`src/rtl/rr_pop_arbiter_pkg.sv`:
```
// rtl/rr_pop_arbiter_pkg.sv - shared FSM encoding, constants and helpers for rr_pop_arbiter
package arb_pkg;

    typedef enum logic [1:0] {
        IDLE  = 2'd0,
        RUN   = 2'd1,
        DRAIN = 2'd2
    } arb_state_t;

    localparam int NUM_DST = 2;

    // Index width for n items, never narrower than one bit.
    function automatic int clog2(input int n);
        int r;
        r = 1;
        for (int i = 1; i < 31; i++) begin
            if ((1 << i) < n) r = i + 1;
        end
        return r;
    endfunction

endpackage

```
`src/rtl/rr_pop_arbiter_if.sv`:
```
// rtl/rr_pop_arbiter_if.sv - source/destination FIFO boundary bundle for rr_pop_arbiter
interface rr_pop_arbiter_if #(
    parameter int DATA_SIZE = 6,
    parameter int NUM_SRC   = 4
);
    logic [NUM_SRC-1:0]             src_empty;
    logic [NUM_SRC*DATA_SIZE-1:0]   src_data;
    logic [NUM_SRC-1:0]             src_pop;
    logic [arb_pkg::NUM_DST-1:0]    dst_pause;
    logic [arb_pkg::NUM_DST-1:0]    dst_push;
    logic [DATA_SIZE-1:0]           dst_data;

    modport master (
        input  src_empty, src_data, dst_pause,
        output src_pop, dst_push, dst_data
    );

    modport slave (
        output src_empty, src_data, dst_pause,
        input  src_pop, dst_push, dst_data
    );
endinterface

```
`src/rtl/rr_pop_arbiter_grant.sv`:
```
// rtl/rr_pop_arbiter_grant.sv - round-robin pick: rotate requests, fixed-priority select, un-rotate
module rr_grant_logic #(
    parameter int NUM_SRC = 4,
    parameter int IDX_W   = 2
) (
    input  logic [NUM_SRC-1:0] req,
    input  logic [IDX_W-1:0]   last_grant,
    output logic [NUM_SRC-1:0] grant,
    output logic [IDX_W-1:0]   grant_idx,
    output logic               any_req
);
    logic [NUM_SRC-1:0] rot_req;
    logic [IDX_W-1:0]   offset;
    logic [IDX_W-1:0]   src_sel;
    logic               found;
    int                 base;

    always_comb begin
        base    = (int'(last_grant) + 1) % NUM_SRC;
        rot_req = '0;
        src_sel = '0;
        // Position 0 of rot_req is the source right after the last grant.
        for (int k = 0; k < NUM_SRC; k++) begin
            src_sel    = IDX_W'((base + k) % NUM_SRC);
            rot_req[k] = req[src_sel];
        end

        offset = '0;
        found  = 1'b0;
        for (int k = 0; k < NUM_SRC; k++) begin
            if (!found && rot_req[k]) begin
                found  = 1'b1;
                offset = IDX_W'(k);
            end
        end

        grant_idx = IDX_W'((base + int'(offset)) % NUM_SRC);
        grant     = '0;
        if (found) grant[grant_idx] = 1'b1;
        any_req   = found;
    end
endmodule

```
`src/rtl/rr_pop_arbiter.sv`:
```
// rtl/rr_pop_arbiter.sv - drains NUM_SRC source FIFOs round-robin into a pair of destination FIFOs
module rr_pop_arbiter
    import arb_pkg::*;
#(
    parameter int DATA_SIZE = 6,
    parameter int NUM_SRC   = 4,
    parameter int DEST_BIT  = 4,
    parameter int CNT_SIZE  = 8
) (
    input  logic                       clk,
    input  logic                       reset,
    input  logic                       enable,
    rr_pop_arbiter_if.master           bus,
    output logic [clog2(NUM_SRC)-1:0]  grant_idx,
    output logic                       idle,
    output logic [CNT_SIZE-1:0]        push_cnt_0,
    output logic [CNT_SIZE-1:0]        push_cnt_1
);
    localparam int IDX_W = clog2(NUM_SRC);

    arb_state_t           state, state_nxt;
    logic [IDX_W-1:0]     last_grant;
    logic [IDX_W-1:0]     pend_idx;
    logic                 pend_valid;
    logic [NUM_SRC-1:0]   req;
    logic [NUM_SRC-1:0]   pick;
    logic [IDX_W-1:0]     pick_idx;
    logic                 any_req;
    logic                 issue;
    logic [DATA_SIZE-1:0] src_word [NUM_SRC];
    logic [DATA_SIZE-1:0] word;

    assign req = ~bus.src_empty;

    rr_grant_logic #(
        .NUM_SRC (NUM_SRC),
        .IDX_W   (IDX_W)
    ) u_grant (
        .req        (req),
        .last_grant (last_grant),
        .grant      (pick),
        .grant_idx  (pick_idx),
        .any_req    (any_req)
    );

    // Either destination may receive the word, so both pauses must be clear to pop.
    assign issue = !reset && enable && (state != DRAIN) && !(|bus.dst_pause) && any_req;
    assign bus.src_pop = issue ? pick : '0;

    always_ff @(posedge clk or posedge reset) begin
        if (reset) begin
            state      <= IDLE;
            last_grant <= IDX_W'(NUM_SRC - 1);
            pend_valid <= 1'b0;
            pend_idx   <= '0;
            grant_idx  <= '0;
            push_cnt_0 <= '0;
            push_cnt_1 <= '0;
        end else begin
            state      <= state_nxt;
            pend_valid <= issue;
            if (issue) begin
                last_grant <= pick_idx;
                grant_idx  <= pick_idx;
                pend_idx   <= pick_idx;
            end
            push_cnt_0 <= push_cnt_0 + CNT_SIZE'(bus.dst_push[0]);
            push_cnt_1 <= push_cnt_1 + CNT_SIZE'(bus.dst_push[1]);
        end
    end

    always_comb begin
        state_nxt = state;
        case (state)
            IDLE:    if (enable) state_nxt = RUN;
            RUN:     if (!enable) state_nxt = pend_valid ? DRAIN : IDLE;
            DRAIN:   state_nxt = IDLE;
            default: state_nxt = IDLE;
        endcase
    end

    // The source presents the popped word one cycle after the pop.
    always_comb begin
        for (int i = 0; i < NUM_SRC; i++) begin
            src_word[i] = bus.src_data[i*DATA_SIZE +: DATA_SIZE];
        end
        word         = src_word[pend_idx];
        bus.dst_data = pend_valid ? word : '0;
        bus.dst_push = '0;
        if (pend_valid) bus.dst_push[word[DEST_BIT]] = 1'b1;
    end

    assign idle = (state != DRAIN) && !pend_valid && (&bus.src_empty);
endmodule

```
`src/flat_wrapper.sv`:
```
// flat-port wrapper written by rule: the top's interface ports become plain ports
module rr_pop_arbiter_flat import arb_pkg::*;
#(
    parameter int DATA_SIZE = 6,
    parameter int NUM_SRC   = 4,
    parameter int DEST_BIT  = 4,
    parameter int CNT_SIZE  = 8
)
  (clk, reset, enable, grant_idx, idle, push_cnt_0, push_cnt_1, bus_src_empty, bus_src_data, bus_dst_pause, bus_src_pop, bus_dst_push, bus_dst_data);
  rr_pop_arbiter_if #(.DATA_SIZE(DATA_SIZE), .NUM_SRC(NUM_SRC)) bus_i ();
  input  logic clk;
  input  logic reset;
  input  logic enable;
  output logic [clog2(NUM_SRC)-1:0] grant_idx;
  output logic idle;
  output logic [CNT_SIZE-1:0] push_cnt_0;
  output logic [CNT_SIZE-1:0] push_cnt_1;
  input wire logic [$bits(bus_i.src_empty)-1:0] bus_src_empty;
  input wire logic [$bits(bus_i.src_data)-1:0] bus_src_data;
  input wire logic [$bits(bus_i.dst_pause)-1:0] bus_dst_pause;
  output wire logic [$bits(bus_i.src_pop)-1:0] bus_src_pop;
  output wire logic [$bits(bus_i.dst_push)-1:0] bus_dst_push;
  output wire logic [$bits(bus_i.dst_data)-1:0] bus_dst_data;
  assign bus_i.src_empty = bus_src_empty;
  assign bus_i.src_data = bus_src_data;
  assign bus_i.dst_pause = bus_dst_pause;
  assign bus_src_pop = bus_i.src_pop;
  assign bus_dst_push = bus_i.dst_push;
  assign bus_dst_data = bus_i.dst_data;
  rr_pop_arbiter #(.DATA_SIZE(DATA_SIZE), .NUM_SRC(NUM_SRC), .DEST_BIT(DEST_BIT), .CNT_SIZE(CNT_SIZE)) u_core (.clk(clk), .reset(reset), .enable(enable), .bus(bus_i), .grant_idx(grant_idx), .idle(idle), .push_cnt_0(push_cnt_0), .push_cnt_1(push_cnt_1));
endmodule
```
`config.mk`:
```
export PLATFORM = sky130hd
export DESIGN_NAME = rr_pop_arbiter_flat
export DESIGN_NICKNAME = d
export VERILOG_FILES = /design/src/rtl/rr_pop_arbiter_pkg.sv /design/src/rtl/rr_pop_arbiter_if.sv /design/src/rtl/rr_pop_arbiter_grant.sv /design/src/rtl/rr_pop_arbiter.sv /design/src/flat_wrapper.sv
export SDC_FILE = /design/constraint.sdc
export NUM_CORES = 1
export LEC_CHECK = 0
export BUFFER_PORTS_ARGS = -buffer_cell sky130_fd_sc_hd__buf_2
export CAP_MARGIN = 5
export CORE_ASPECT_RATIO = 1.1
export CORE_MARGIN = 2
export CORE_UTILIZATION = 43
export CTS_BUF_LIST = sky130_fd_sc_hd__clkbuf_4
export DETAILED_ROUTE_END_ITERATION = 8
export GPL_ROUTABILITY_DRIVEN = 1
export PLACE_DENSITY = 0.77
export SLEW_MARGIN = 20
export SYNTH_ARGS = -nofsm -noshare
export SYNTH_HDL_FRONTEND = slang
export SYNTH_SLANG_ARGS = --single-unit
```
`constraint.sdc`:
```
create_clock -name clk -period 2.23 [get_ports clk]
set_clock_uncertainty 0.15 [all_clocks]
set_input_delay 0.1115 -clock clk [delete_from_list [all_inputs] [get_ports clk]]
set_output_delay 0.1115 -clock clk [all_outputs]
set_load 0.01 [all_outputs]
```
* Yosys cells after proc, flatten, opt, wreduce, memory -nomap -nowiden
Cells that the tools add are included.
Storage, ports and cells: bits in registers 23, input bits 33, output and inout port bits 31, word-level logic and storage cells 79
Cells by class: add/sub/neg operators 7, $lt $le $gt $ge 9, equality and inequality tests 4, multiplexer cells 30, bitwise logic cells 2, reductions and logical operators 21
Operator list (count):
- two-way mux 6 bit | 3
- adder 8 x 1 -> 8 bit | 2
- < comparator 2 x 3 -> 1 bit, second input constant | 5
- binary-select mux 6 bit (select 2 bit) | 1
- two-way mux 2 bit | 6
- logical AND 1 bit | 11
- two-way mux 1 bit | 11
- binary-select mux 1 bit (select 2 bit) | 4
- two-way mux 4 bit | 2
- logical NOT 1 bit | 6
- != test 2 bit, second input constant | 3
- adder 2 x 1 -> 2 bit, second input constant | 2
- adder 2 bit, second input constant | 2
- inverter 4 bit | 1
- case mux 2 bit (2 select lines) | 1
- AND reduction 4 bit | 1
- greater-or-equal comparator 3 bit, second input constant | 1
- inverter 2 -> 3 bit | 1
- adder 2 bit | 1
- demux 1 bit (select 2 bit) | 1
- == test 2 x 1 -> 1 bit, second input constant | 1
- greater-or-equal comparator 2 x 1 -> 1 bit, second input constant | 1
- logical NOT 2 bit | 1
- < comparator 1 x 2 -> 1 bit, second input constant | 1
- 4 further kinds | 4

* Longest topological paths before layout
depth after elaboration 20, gate-level depth with buffers 10, gate-level depth less buffers 10

* Cells and area by module
Synthesis repeated with hierarchy kept, for this count alone.
Unflattened totals: cell total of the unflattened synthesis 126, area total of the unflattened synthesis 1413.9 sq um
Modules (own cells, without submodules):
- rr_pop_arbiter | instances 1, cells an instance 94, area an instance 1189.9 sq um, seq. area each 578.1 sq um
- rr_grant_logic | instances 1, cells an instance 32, area an instance 224.0 sq um, seq. area each 0.0 sq um

* Worst setup path after synthesis
No wires, ideal clock.
path type register to register, start reg, netlist name u_core.grant_idx[0], end reg u_core.push_cnt_0[6], library setup time 0.079 ns, arrival 2.150 ns, required time 2.001 ns, setup slack -0.149 ns, cell stages (with the launch flop) 9, buffers on the path 1, period minus slack after synthesis 2.379 ns, path through dfrtp_1 > buf_2 > mux4_2 > nor2b_1 > ha_1 > ha_1 > nand3_1 > nor2_1 > xor2_1
RTL lines:
- end signal, assigned | RTL line rr_pop_arbiter.sv:67 | push_cnt_0 <= push_cnt_0 + CNT_SIZE'(bus.dst_push[0]);
- end, declared | RTL line rr_pop_arbiter.sv:16 | output logic [CNT_SIZE-1:0] push_cnt_0,

* Final worst setup path
start reg u_core.last_grant[1], end out bus_src_pop[2]
On the way: word-level cells in the longest chain between the ends 20, elaborated cells between the ends (all ways) 34, classes of those cells add/sub: 5; order compare: 2; mux: 19; reduce/logical: 8
RTL lines:
- start, declared | RTL line rr_pop_arbiter.sv:22 | logic [IDX_W-1:0] last_grant;
- start signal, assigned | RTL line rr_pop_arbiter.sv:53 | last_grant <= IDX_W'(NUM_SRC - 1);
- start signal, assigned | RTL line rr_pop_arbiter.sv:63 | last_grant <= pick_idx;
- adder 2 x 1 -> 2 bit (*) | RTL line rr_pop_arbiter_grant.sv:19 | base = (int'(last_grant) + 1) % NUM_SRC;
- branches (longest 11 deep; another with adder 2 bit)
- two-way mux 2 bit (*) | RTL line rr_pop_arbiter_grant.sv:31 | if (!found && rot_req[k]) begin
- adder 2 bit (*) | RTL line rr_pop_arbiter_grant.sv:37 | grant_idx = IDX_W'((base + int'(offset)) % NUM_SRC);
- via u_core.pick_idx[0] | RTL line rr_pop_arbiter.sv:27 | logic [IDX_W-1:0] pick_idx;
- < comparator 2 x 3 -> 1 bit (not written as such) or greater-or-equal comparator 2 x 1 -> 1 bit (tied branches) | RTL line rr_pop_arbiter_grant.sv:39 | if (found) grant[grant_idx] = 1'b1;
- logical AND 1 bit (not written as such) | RTL line rr_pop_arbiter_grant.sv:39
- two-way mux 1 bit (not written as such) | RTL line rr_pop_arbiter_grant.sv:39
- demux 1 bit (select 2 bit) (*) | RTL line rr_pop_arbiter_grant.sv:39
- two-way mux 4 bit (*) | RTL line rr_pop_arbiter_grant.sv:39
- two-way mux 4 bit (*) | RTL line rr_pop_arbiter.sv:48 | assign bus.src_pop = issue ? pick : '0;
- end, declared | RTL line flat_wrapper.sv:21 | output wire logic [$bits(bus_i.src_pop)-1:0] bus_src_pop;
Mark *: on every way through the listed nets, which the timed path passes. The select of a mux whose other input is x is not followed.

==> impl_metrics.csv <==
group,metric,value,unit
synthesis,synth_seq_cells,23,
synthesis,dominantRegCellSynth,"dfrtp_1",
synthesis,synthCells,127,
global_route,grt_pass1_vias,1152,
cts,clock-root-buffer,"clkbuf_4",
cts,clkSinkCount,23,
synthesis,synth-async-reset-ratio,100,%
synthesis,synth-edff-count,0,
global_route,antenna_found_initial,0,
floorplan,rows,21,
cts,tritoncts,"done",
placed_design,gp_congestion,0.817,
floorplan,initial_core_util,45.1,%
sta,maxSlewHeadroom,43.8,%
sta,fmax,394,MHz
layout,area_growth,39.6,%
synthesis,yosysUniqueCellTypes,38,
drt,drt_iter0_markers,36,
floorplan,die_h,63.6,um
sta,post-route-period-util,114,%
drt,wl_per_cell,13.5,um
worst_setup_path,arrival,2270,ps
synthesis,ys_seq_area_share,41.7,%
worst_setup_path,startpoint_type,"register",
cts,htree_levels,1,
worst_setup_path,crit_type,"reg2out",
layout,fillers,258,
global_route,grt_max_degree,24,
cts,clock_path_buffers,2,
sta,fin_crit,2540,ps
power_and_ir_drop,power_density,978,mW/mm^2
sta,rsz0062_at_grt,"yes",
floorplan,io_pins,64,
layout,num_antenna_cells,0,
placed_design,dpl.hpwl,2.51,mm
drt,via_per_inst,5.21,
sta,whs,139,ps
sta,slew_viol_final,0,
floorplan,die_area,0.00369,sq mm
layout,layout-drive-gt1-share,54.8,%
synthesis,syn_nets,166,
sta,hold_violations,0,
synthesis,synth_area,0.00139,sq mm
global_route,grtUsageTotal,18.3,%
sta,tns,-1140,ps
sta,fin_ws,-306,ps
flow_run,max_cap_violations,0,
drt,drt_wl_total,3.14,mm
layout,nets,239,
cts,cts_made_buffers,3,
power_and_ir_drop,seq_power_share,32.2,%
cts,clk_pin_slew_worst_paths,130,ps
synthesis,ys_warn_count,0,
placed_design,io_buffers,63,
drt,antenna_left,0,
power_and_ir_drop,ir_drop,946,uV
power_and_ir_drop,p_int,1.14,mW
drt,firstDrtPassIters,4,
sta,tightest_slew,843,ps
synthesis,avgSynthCellArea,10.9,sq um
drt,vias,1213,
global_route,grt_pass1_wl,5.26,mm
outcome,violations,"setup timing",
min_path,min_path_type,"in2reg",
worst_setup_path,path_max_fanout,4,
floorplan,coreArea,0.00307,sq mm
drt,drc,0,
sta,setup_viol,4,
worst_setup_path,cp.required,1970,ps
global_route,gr-total-overflow,0,
power_and_ir_drop,p_switching,753,uW
floorplan,dieWidth,58.1,um
power_and_ir_drop,swShare,39.8,%
power_and_ir_drop,power_frac_comb,57.8,%
power_and_ir_drop,clockPowerShare,9.9,%
worst_setup_path,worst_setup_path_end_kind,"output pin",
outcome,status,"complete, but fails checks",
power_and_ir_drop,leakage,0.986,nW
cts,clock_latency,310,ps
[synth_stat cells (2+ instances only)]
master / number / share of area (%)
a21oi_1: 5 / 1.8
and2_1: 6 / 2.7
and4_1: 2 / 1.3
buf_2: 3 / 1.1
buf_4: 2 / 1.1
dfrtp_1: 21 / 38
dfstp_2: 2 / 3.8
ha_1: 6 / 5.4
inv_1: 5 / 1.4
mux4_2: 6 / 9.7
nand2_1: 13 / 3.5
nand3_1: 6 / 2.2
nand4_1: 3 / 1.4
nor2_1: 4 / 1.1
nor2b_1: 2 / 0.90
nor3_1: 3 / 1.1
o21ai_0: 3 / 1.1
o31ai_1: 2 / 1.1
xnor2_1: 11 / 6.9
xor2_1: 4 / 2.5
[cell usage in the layout (no fill, tap or decap), types with 3 or more instances in the layout]
master / Yosys / final
a21oi_1: 5 / 3
a21oi_2: 1 / 3
and2_1: 6 / 5
buf_2: 3 / 63
buf_4: 2 / 9
clkbuf_4: 0 / 3
dfrtp_1: 21 / 21
ha_1: 6 / 5
inv_1: 5 / 5
mux4_2: 6 / 6
nand2_1: 13 / 13
nand3_1: 6 / 6
nand4_1: 3 / 3
xnor2_1: 11 / 8
xor2_1: 4 / 4
[logic make-up (layout without fill, tap and decap cells)]
| logic type | Yosys count | count (layout) | synth area share [%] |
|---|---|---|---|
| buf+inv | 11 | 83 | 3.79 |
| xor+xnor | 15 | 15 | 9.48 |
| flops | 23 | 23 | 41.7 |
| simple gates | 46 | 46 | 18.0 |
| compound gates | 20 | 20 | 11.9 |
| fa+ha+maj | 6 | 6 | 5.42 |
| mux | 6 | 6 | 9.75 |
[layer usage]
layer / GRT usage (%) / up-vias / wire length [um]
li1: - / 596 / -
met1: 22.9 / 588 / 1280
met2: 32.2 / 29 / 1730
met3: 2.46 / 0 / 129
met4: 5.23 / 0 / 0
met5: 0 / - / 0
[stage by stage]
step	instance area (sq um)	worst slack, ps	util [%]	power, mW	instances
6_report	1940	-306	63.0	1.89	233
3_5_place_dp	1760	-112	57.3	1.44	224
3_3_place_gp	1760	-7.20	57.3	1.39	224
2_1_floorplan	1400	0.423	-	1.19	127
4_1_cts	1890	-337	61.5	1.82	231
5_1_grt	1940	-428	63.0	2.03	233
[cell type report]
class / count / area, sq um / share of cell area, %
repair buffers: 74 / 403 / 20.8
clock buffers: 3 / 22.5 / 1.16
clock inverters: 1 / 5.00 / 0.259
well taps: 34 / 42.5 / 2.20
flip-flops and latches: 23 / 578 / 29.9
inverters: 5 / 18.8 / 0.970
multi-input cells: 93 / 866 / 44.7
[what timing repair did]
item | in CTS | in global routing
buffers inserted | 1 | 2
pin swaps | 10 | 6
hold endpoints to repair | 23 | 0
endpoints found under the setup margin | 6 | 7
hold buffers | 2 | 0
resized for setup | 15 | 5
[final timing paths]
| kind | start | to | slack, ps | cells after the start |
|---|---|---|---|---|
| setup / recovery | u_core.last_grant[1] | bus_src_pop[2] | -310 | 8 |
| hold / removal | bus_dst_pause[0] | u_core.last_grant[1] | 140 | 4 |
| setup reg to reg | u_core.last_grant[1] | u_core.grant_idx[1] | 100 | 9 |
| hold reg to reg | u_core.push_cnt_1[7] | u_core.push_cnt_1[7] | 330 | 1 |
| max in group asynchronous | reset | u_core.push_cnt_0[6] | 1010 | 3 |
| min in group asynchronous | reset | u_core.state[1] | 390 | 3 |
[flip-flops by register name (all words and copies together), names as in the netlist]
register / flops
u_core.push_cnt_1: 8
u_core.pend_valid: 1
u_core.last_grant: 2
u_core.state: 2
u_core.grant_idx: 2
u_core.push_cnt_0: 8
[critical path, cell delays in order, from the launching register on]
cell and delay (ps):
dfstp_2 590, nor2_2 60, o2bb2ai_2 120, a21oi_2 80, a21oi_2 190, ha_1 280, or2_2 320, nor3_1 170
buf_2 150
[power by group through the flow]
stage	clock (mW)	combinational, mW	sequential [mW]
after CTS	0.195	1.02	0.609
final	0.188	1.09	0.610
after global placement	0	0.784	0.605
after floorplan	0	0.567	0.621
after detailed placement	0	0.827	0.613
after global routing	0.214	1.19	0.629
Note: power is estimated with default switching activity, not from simulation.
